==> src/rtl/wb_master_arbiter_if.sv <==
// Requester-side and Wishbone-side signals of the two-master Wishbone arbiter.
interface wb_master_arbiter_if;
  logic        m0_valid;
  logic [31:0] m0_addr;
  logic [31:0] m0_wdata;
  logic [3:0]  m0_wstrb;
  logic        m0_ready;
  logic [31:0] m0_rdata;

  logic        m1_valid;
  logic [31:0] m1_addr;
  logic [31:0] m1_wdata;
  logic [3:0]  m1_wstrb;
  logic        m1_ready;
  logic [31:0] m1_rdata;

  logic [31:0] wbm_adr_o;
  logic [31:0] wbm_dat_o;
  logic        wbm_we_o;
  logic [3:0]  wbm_sel_o;
  logic        wbm_stb_o;
  logic        wbm_cyc_o;
  logic [31:0] wbm_dat_i;
  logic        wbm_ack_i;

  modport master (
    input  m0_valid, m0_addr, m0_wdata, m0_wstrb,
    output m0_ready, m0_rdata,
    input  m1_valid, m1_addr, m1_wdata, m1_wstrb,
    output m1_ready, m1_rdata,
    output wbm_adr_o, wbm_dat_o, wbm_we_o, wbm_sel_o, wbm_stb_o, wbm_cyc_o,
    input  wbm_dat_i, wbm_ack_i
  );

  modport slave (
    output m0_valid, m0_addr, m0_wdata, m0_wstrb,
    input  m0_ready, m0_rdata,
    output m1_valid, m1_addr, m1_wdata, m1_wstrb,
    input  m1_ready, m1_rdata,
    input  wbm_adr_o, wbm_dat_o, wbm_we_o, wbm_sel_o, wbm_stb_o, wbm_cyc_o,
    output wbm_dat_i, wbm_ack_i
  );
endinterface

==> src/rtl/wb_master_arbiter.sv <==
// Round-robin arbiter of two requesters onto one Wishbone classic master port.
// Optional BUS-state watchdog enabled by defining WB_ARB_TIMEOUT_EN.
//
// state | meaning
// IDLE  | no cycle in flight; arbitrate pending requests
// BUS   | cyc/stb asserted for the owner, waiting for ack (or timeout)
// DONE  | one-cycle ready pulse to the owner; all requests ignored
module wb_master_arbiter #(
  parameter int unsigned TIMEOUT_CYCLES = 255
) (
  input  logic                clock_main,
  input  logic                rst,
  wb_master_arbiter_if.master bus,
  output logic [1:0]          grant_o,
  output logic                timeout_o
);

  if (TIMEOUT_CYCLES < 1 || TIMEOUT_CYCLES > 65535) begin : g_param_check
    $error("TIMEOUT_CYCLES out of range 1..65535");
  end

  typedef enum logic [1:0] {
    IDLE = 2'd0,
    BUS  = 2'd1,
    DONE = 2'd2
  } state_t;

  state_t      state, state_nxt;
  logic        owner, last_grant, winner;
  logic        grant_en, ack_done, tmo_done, tmo_hit;
  logic [31:0] rdata_q;
  logic [31:0] adr_q, dat_q;
  logic        we_q, stb_q, cyc_q;
  logic [3:0]  sel_q;
  logic [31:0] win_addr, win_wdata;
  logic [3:0]  win_wstrb;

  // On a tie the requester that did not win last time takes the bus.
  always_comb begin
    winner = bus.m1_valid;
    if (bus.m0_valid && bus.m1_valid) winner = ~last_grant;
  end

  assign win_addr  = winner ? bus.m1_addr  : bus.m0_addr;
  assign win_wdata = winner ? bus.m1_wdata : bus.m0_wdata;
  assign win_wstrb = winner ? bus.m1_wstrb : bus.m0_wstrb;

  always_ff @(posedge clock_main) begin
    if (rst) state <= IDLE;
    else     state <= state_nxt;
  end

  always_comb begin
    state_nxt = state;
    grant_en  = 1'b0;
    ack_done  = 1'b0;
    tmo_done  = 1'b0;
    case (state)
      IDLE: begin
        if (bus.m0_valid || bus.m1_valid) begin
          grant_en  = 1'b1;
          state_nxt = BUS;
        end
      end
      BUS: begin
        if (bus.wbm_ack_i) begin
          ack_done  = 1'b1;
          state_nxt = DONE;
        end else if (tmo_hit) begin
          tmo_done  = 1'b1;
          state_nxt = DONE;
        end
      end
      DONE:    state_nxt = IDLE;
      default: state_nxt = IDLE;
    endcase
  end

  always_ff @(posedge clock_main) begin
    if (rst) begin
      owner      <= 1'b0;
      last_grant <= 1'b1;
      adr_q      <= '0;
      dat_q      <= '0;
      we_q       <= 1'b0;
      sel_q      <= '0;
      stb_q      <= 1'b0;
      cyc_q      <= 1'b0;
      rdata_q    <= '0;
    end else if (grant_en) begin
      owner      <= winner;
      last_grant <= winner;
      adr_q      <= win_addr;
      dat_q      <= win_wdata;
      we_q       <= |win_wstrb;
      sel_q      <= (|win_wstrb) ? win_wstrb : 4'b1111;
      stb_q      <= 1'b1;
      cyc_q      <= 1'b1;
    end else if (ack_done || tmo_done) begin
      we_q    <= 1'b0;
      stb_q   <= 1'b0;
      cyc_q   <= 1'b0;
      rdata_q <= ack_done ? bus.wbm_dat_i : 32'hDEAD_BEEF;
    end
  end

`ifdef WB_ARB_TIMEOUT_EN
  logic [15:0] tmo_cnt;
  logic        tmo_flag;

  // Counter sits at zero outside BUS, so it is cleared on every entry.
  always_ff @(posedge clock_main) begin
    if (rst || state != BUS) tmo_cnt <= '0;
    else                     tmo_cnt <= tmo_cnt + 16'd1;
  end

  assign tmo_hit = (tmo_cnt == 16'(TIMEOUT_CYCLES - 1));

  always_ff @(posedge clock_main) begin
    if (rst)           tmo_flag <= 1'b0;
    else if (grant_en) tmo_flag <= 1'b0;
    else if (tmo_done) tmo_flag <= 1'b1;
  end

  assign timeout_o = ~rst & (state == DONE) & tmo_flag;
`else
  assign tmo_hit   = 1'b0;
  assign timeout_o = 1'b0;
`endif

  assign bus.wbm_adr_o = adr_q;
  assign bus.wbm_dat_o = dat_q;
  assign bus.wbm_we_o  = we_q;
  assign bus.wbm_sel_o = sel_q;
  assign bus.wbm_stb_o = stb_q;
  assign bus.wbm_cyc_o = cyc_q;

  assign bus.m0_ready = ~rst & (state == DONE) & ~owner;
  assign bus.m1_ready = ~rst & (state == DONE) &  owner;
  assign bus.m0_rdata = bus.m0_ready ? rdata_q : 32'h0;
  assign bus.m1_rdata = bus.m1_ready ? rdata_q : 32'h0;

  assign grant_o = (rst || state == IDLE) ? 2'b00 : (owner ? 2'b10 : 2'b01);

endmodule

==> src/flat_wrapper.sv <==
// flat-port wrapper written by rule: the top's interface ports become plain ports
module wb_master_arbiter_flat 
#(
  parameter int unsigned TIMEOUT_CYCLES = 255
)
  (clock_main, rst, grant_o, timeout_o, bus_m0_valid, bus_m0_addr, bus_m0_wdata, bus_m0_wstrb, bus_m0_ready, bus_m0_rdata, bus_m1_valid, bus_m1_addr, bus_m1_wdata, bus_m1_wstrb, bus_m1_ready, bus_m1_rdata, bus_wbm_adr_o, bus_wbm_dat_o, bus_wbm_we_o, bus_wbm_sel_o, bus_wbm_stb_o, bus_wbm_cyc_o, bus_wbm_dat_i, bus_wbm_ack_i);
  wb_master_arbiter_if bus_i ();
  input  logic clock_main;
  input  logic rst;
  output logic [1:0] grant_o;
  output logic timeout_o;
  input wire logic [$bits(bus_i.m0_valid)-1:0] bus_m0_valid;
  input wire logic [$bits(bus_i.m0_addr)-1:0] bus_m0_addr;
  input wire logic [$bits(bus_i.m0_wdata)-1:0] bus_m0_wdata;
  input wire logic [$bits(bus_i.m0_wstrb)-1:0] bus_m0_wstrb;
  output wire logic [$bits(bus_i.m0_ready)-1:0] bus_m0_ready;
  output wire logic [$bits(bus_i.m0_rdata)-1:0] bus_m0_rdata;
  input wire logic [$bits(bus_i.m1_valid)-1:0] bus_m1_valid;
  input wire logic [$bits(bus_i.m1_addr)-1:0] bus_m1_addr;
  input wire logic [$bits(bus_i.m1_wdata)-1:0] bus_m1_wdata;
  input wire logic [$bits(bus_i.m1_wstrb)-1:0] bus_m1_wstrb;
  output wire logic [$bits(bus_i.m1_ready)-1:0] bus_m1_ready;
  output wire logic [$bits(bus_i.m1_rdata)-1:0] bus_m1_rdata;
  output wire logic [$bits(bus_i.wbm_adr_o)-1:0] bus_wbm_adr_o;
  output wire logic [$bits(bus_i.wbm_dat_o)-1:0] bus_wbm_dat_o;
  output wire logic [$bits(bus_i.wbm_we_o)-1:0] bus_wbm_we_o;
  output wire logic [$bits(bus_i.wbm_sel_o)-1:0] bus_wbm_sel_o;
  output wire logic [$bits(bus_i.wbm_stb_o)-1:0] bus_wbm_stb_o;
  output wire logic [$bits(bus_i.wbm_cyc_o)-1:0] bus_wbm_cyc_o;
  input wire logic [$bits(bus_i.wbm_dat_i)-1:0] bus_wbm_dat_i;
  input wire logic [$bits(bus_i.wbm_ack_i)-1:0] bus_wbm_ack_i;
  assign bus_i.m0_valid = bus_m0_valid;
  assign bus_i.m0_addr = bus_m0_addr;
  assign bus_i.m0_wdata = bus_m0_wdata;
  assign bus_i.m0_wstrb = bus_m0_wstrb;
  assign bus_m0_ready = bus_i.m0_ready;
  assign bus_m0_rdata = bus_i.m0_rdata;
  assign bus_i.m1_valid = bus_m1_valid;
  assign bus_i.m1_addr = bus_m1_addr;
  assign bus_i.m1_wdata = bus_m1_wdata;
  assign bus_i.m1_wstrb = bus_m1_wstrb;
  assign bus_m1_ready = bus_i.m1_ready;
  assign bus_m1_rdata = bus_i.m1_rdata;
  assign bus_wbm_adr_o = bus_i.wbm_adr_o;
  assign bus_wbm_dat_o = bus_i.wbm_dat_o;
  assign bus_wbm_we_o = bus_i.wbm_we_o;
  assign bus_wbm_sel_o = bus_i.wbm_sel_o;
  assign bus_wbm_stb_o = bus_i.wbm_stb_o;
  assign bus_wbm_cyc_o = bus_i.wbm_cyc_o;
  assign bus_i.wbm_dat_i = bus_wbm_dat_i;
  assign bus_i.wbm_ack_i = bus_wbm_ack_i;
  wb_master_arbiter #(.TIMEOUT_CYCLES(TIMEOUT_CYCLES)) u_core (.clock_main(clock_main), .rst(rst), .bus(bus_i), .grant_o(grant_o), .timeout_o(timeout_o));
endmodule
==> config.mk <==
export PLATFORM = sky130hd
export DESIGN_NAME = wb_master_arbiter_flat
export DESIGN_NICKNAME = d
export VERILOG_FILES = /design/src/rtl/wb_master_arbiter_if.sv /design/src/rtl/wb_master_arbiter.sv /design/src/flat_wrapper.sv
export SDC_FILE = /design/constraint.sdc
export NUM_CORES = 1
export LEC_CHECK = 0
export BUFFER_PORTS_ARGS = -buffer_cell sky130_fd_sc_hd__buf_2
export CAP_MARGIN = 20
export CORE_AREA = 2 2 120 122
export CTS_BUF_LIST = sky130_fd_sc_hd__clkbuf_4
export CTS_CLUSTER_SIZE = 8
export DETAILED_ROUTE_END_ITERATION = 8
export DIE_AREA = 0 0 122 124
export GPL_ROUTABILITY_DRIVEN = 0
export PLACE_DENSITY = 0.76
export SLEW_MARGIN = 30
export SYNTH_ARGS = -nofsm -noshare
export SYNTH_HDL_FRONTEND = slang
export SYNTH_SLANG_ARGS = --single-unit
==> constraint.sdc <==
create_clock -name clock_main -period 3.4 [get_ports clock_main]
set_input_delay 0.68 -clock clock_main [delete_from_list [all_inputs] [get_ports clock_main]]
set_output_delay 0.68 -clock clock_main [all_outputs]
set_load 0.005 [all_outputs]
==> results.py <==
metrics = {
    "layout": {
        "register_area_um2": 2120,
        "postLayoutCoreUtil_pct": 50.5,
        "multiInputGateArea_um2": 2740,
        "area_delta_synth_final_pct": 34.3,
        "fraction_of_layout_cells_with_a_size_suffix_above_1_pct": 44.2,
        "fillers": 1404,
        "final_nets": 1079,
    },
    "worst_setup_path": {
        "crit_path_cell_trace": "nand2b_1, nor3_2, buf_4, and2_1, buf_2",
        "cp_max_fo": 33,
        "worstSetupPathDepth": 5,
        "critical-path-max-stage-delay_ns": 0.41,
        "crit-reg2reg-capture": "u_core.bus.wbm_adr_o[15]",
        "timing.setup.critical_path_class": "reg2out",
        "worst_ep_required_time_ns": 2.72,
        "worstSetupEndpointType": "output port",
        "worstPathArrival_ns": 1.75,
        "critical-path-top-delay-family": "simple AND/OR/NAND/NOR gates",
        "startpoint": "u_core.state[0]",
        "r2r.worst_path.cells": 5,
        "timing.critical_path.from_type": "flop",
        "rrSetupSlack_ns": 1.42,
        "endpoint": "bus_m0_rdata[0]",
        "critPathBufInv": 2,
        "timing.critical_path.slowest_stage_cell": "dfxtp_1",
        "critical_path.reg2reg.startpoint": "u_core.state[1]",
    },
    "synthesis": {
        "netlist.area_leader.share_pct": 41.2,
        "synthesis.nets": 802,
        "postSynth.topFlopCell": "dfxtp_1",
        "synth_enable_flop_cells": 0,
        "synthMostInstantiatedCell": "nand2_1",
        "ys_seq_area_share_pct": 41.2,
        "post_synth_instance_area_um2": 5160,
        "postSynthRegisterBits": 106,
        "synth-async-reset-ratio_pct": 0,
        "synth.area.top_cells": "dfxtp_1 (41%), a311oi_2 (17%), nand2_1 (14%)",
        "post-synth-top-area-cell": "dfxtp_1",
        "ys.warnings.count": 0,
        "synth_common_cells": "nand2_1 (197), dfxtp_1 (106), nor2_1 (81)",
        "yosys.cell_types.count": 28,
        "synth.avg_cell_area_um2": 8.20,
        "synthesis.instances": 629,
    },
    "place": {
        "io_buffers": 311,
        "place_worst_setup_slack_ns": 0.936,
        "dp_hpwl_um": 11500,
    },
    "clock_network": {
        "cts_root_buffer": "clkbuf_4",
        "post-cts-setup-buffer-count": 0,
        "cts-hold-fix-buffers": 0,
        "cts_resized": 0,
        "worst_skew_pair_later_pin_latency_ns": 0.48,
        "cts_buffers": 9,
        "cts-root-to-sink-buffers": 2,
        "numClockSinks": 106,
        "clkTransAtPathRegs_ns": 0.18,
        "cts_tree": "built",
        "cts-htree-levels": 3,
    },
    "timing": {
        "unrepaired_setup_endpoints_after_global_routing": "false",
        "finalSetupViolCount": 0,
        "final.setup_skew_ns": 0.0176,
        "fin_crit_ns": 2.43,
        "timing.setup.tns_ns": 0,
        "worst_slew_margin_rel_pct": 49.2,
        "worst_slew_pin_slew_ns": 0.760,
        "final_min_period_over_clock_period_pct": 71.4,
        "timing.fmax_mhz": 412,
        "slew_viol_final": 0,
        "layout_setup_ws_ns": 0.971,
        "finalHoldWorstSlack_ns": 0.405,
        "final_report_hold_violation_count": 0,
    },
    "global_route": {
        "grt_use_total_pct": 19.2,
        "vias_in_the_first_global_route": 4598,
        "grt-ovfl-total": 0,
        "grt_pass1_wl_um": 22700,
        "largest_net_degree_at_the_start_of_global_routing": 54,
        "grt_antenna_before_repair": 3,
    },
    "min_path": {
        "worst_hold_path_type": "in2reg",
    },
    "routing": {
        "route.detailed.vias_per_inst": 4.85,
        "ant_nets": 0,
        "post_drt_wl_per_cell_um": 14.0,
        "drt_pre_antenna_iters": 4,
        "detailedRoute.firstIterationViolations": 208,
        "detail_route.wirelength_um": 15300,
        "drcViolationCount": 0,
        "route.vias.total": 5301,
    },
    "floorplanning": {
        "ios": 313,
        "row_count": 43,
        "die_height_um": 124,
        "floorplan.initialDensity_pct": 37.6,
        "die_width_um": 122,
        "dieArea_um2": 15100,
        "area_of_the_core_um2": 13700,
    },
    "power": {
        "power_mw": 2.80,
        "p_leak_nw": 3.35,
        "irDropWorstVdd_mv": 0.196,
        "powerDensity_nw_per_um2": 405,
    },
    "run_status": {
        "run_status": "finished, final reports clean",
    },
    "run": {
        "number_of_max_cap_violations": 0,
    },
}
metal layers:
metal | GRT usage (%) | vias up | wire length (um)
li1 | - | 2651 | -
met1 | 21.6 | 2400 | 5990
met2 | 33.5 | 218 | 7540
met3 | 5.59 | 28 | 1350
met4 | 8.84 | 4 | 365
met5 | 0 | - | 27
how the worst min path moves through the flow:
stage | startpoint | to | slack (ns) | cells after the start
final | bus_wbm_dat_i[11] | u_core.rdata_q[11] | 0.40 | 3
after global routing | bus_wbm_dat_i[3] | u_core.rdata_q[3] | 0.37 | 3
after CTS | bus_wbm_dat_i[11] | u_core.rdata_q[11] | 0.34 | 3
after detailed placement | u_core.rdata_q[15] | u_core.rdata_q[15] | 0.45 | 2
after global placement | u_core.rdata_q[15] | u_core.rdata_q[15] | 0.45 | 2
after floorplan | u_core.rdata_q[0] | u_core.rdata_q[0] | 0.44 | 2
area by class of cell:
| type | count | share of cell area (%) |
|---|---|---|
| sequential | 106 | 30.7 |
| clock buffer | 9 | 0.976 |
| tap | 180 | 3.25 |
| antenna | 1 | 0.0361 |
| clock inverter | 7 | 1.19 |
| timing repair buffer | 322 | 24.3 |
| multi-input combinational | 467 | 39.6 |
cell families after synthesis:
family / count (synthesis) / share of synthesized area [%]
and+or+nand+nor: 361 / 30.5
other: 1 / 0.0727
AOI/OAI and AO/OA: 104 / 22.1
buffers and inverters: 56 / 5.92
DFF: 106 / 41.2
muxes: 1 / 0.194
per-stage QoR:
step                area (um^2)  std cells
floorplan                  5160        629
global placement           6770       1075
detailed placement         6770       1075
CTS                        6920       1091
global route               6920       1091
finish                     6920       1092
state kept, by name, summed over array words and instances, names as in the netlist:
register	flops
u_core.state	2
u_core.bus.wbm_adr_o	32
u_core.rdata_q	32
u_core.bus.wbm_we_o	1
u_core.bus.wbm_sel_o	4
u_core.bus.wbm_dat_o	32
u_core.owner	1
u_core.bus.wbm_stb_o	1
u_core.last_grant	1
worst register-to-register path: cells and delay by family (launching register included):
family	cells	cell delay [ns]
buf+inv	1	0.33
flops	1	0.40
compound gates	1	0.23
simple gates	3	0.92
layout by cell type (no fill, tap or decap), types with 5 or more instances in the layout:
master,Yosys,layout
buf_2,10,310
nand2_1,197,197
and2_1,65,64
dfxtp_1,106,106
clkbuf_4,0,9
a311oi_1,5,5
a311oi_2,59,59
buf_4,4,9
nor2_1,81,81
a21oi_1,37,37
where the power goes:
part	switching, mW	internal, mW	leakage (nW)	total, mW
Clock	0.451	0.239	0.0808	0.689
Sequential	0.0661	1.36	0.875	1.43
Combinational	0.378	0.307	2.40	0.685
Total	0.895	1.91	3.35	2.80
Note: power is estimated with default switching activity, not from simulation.
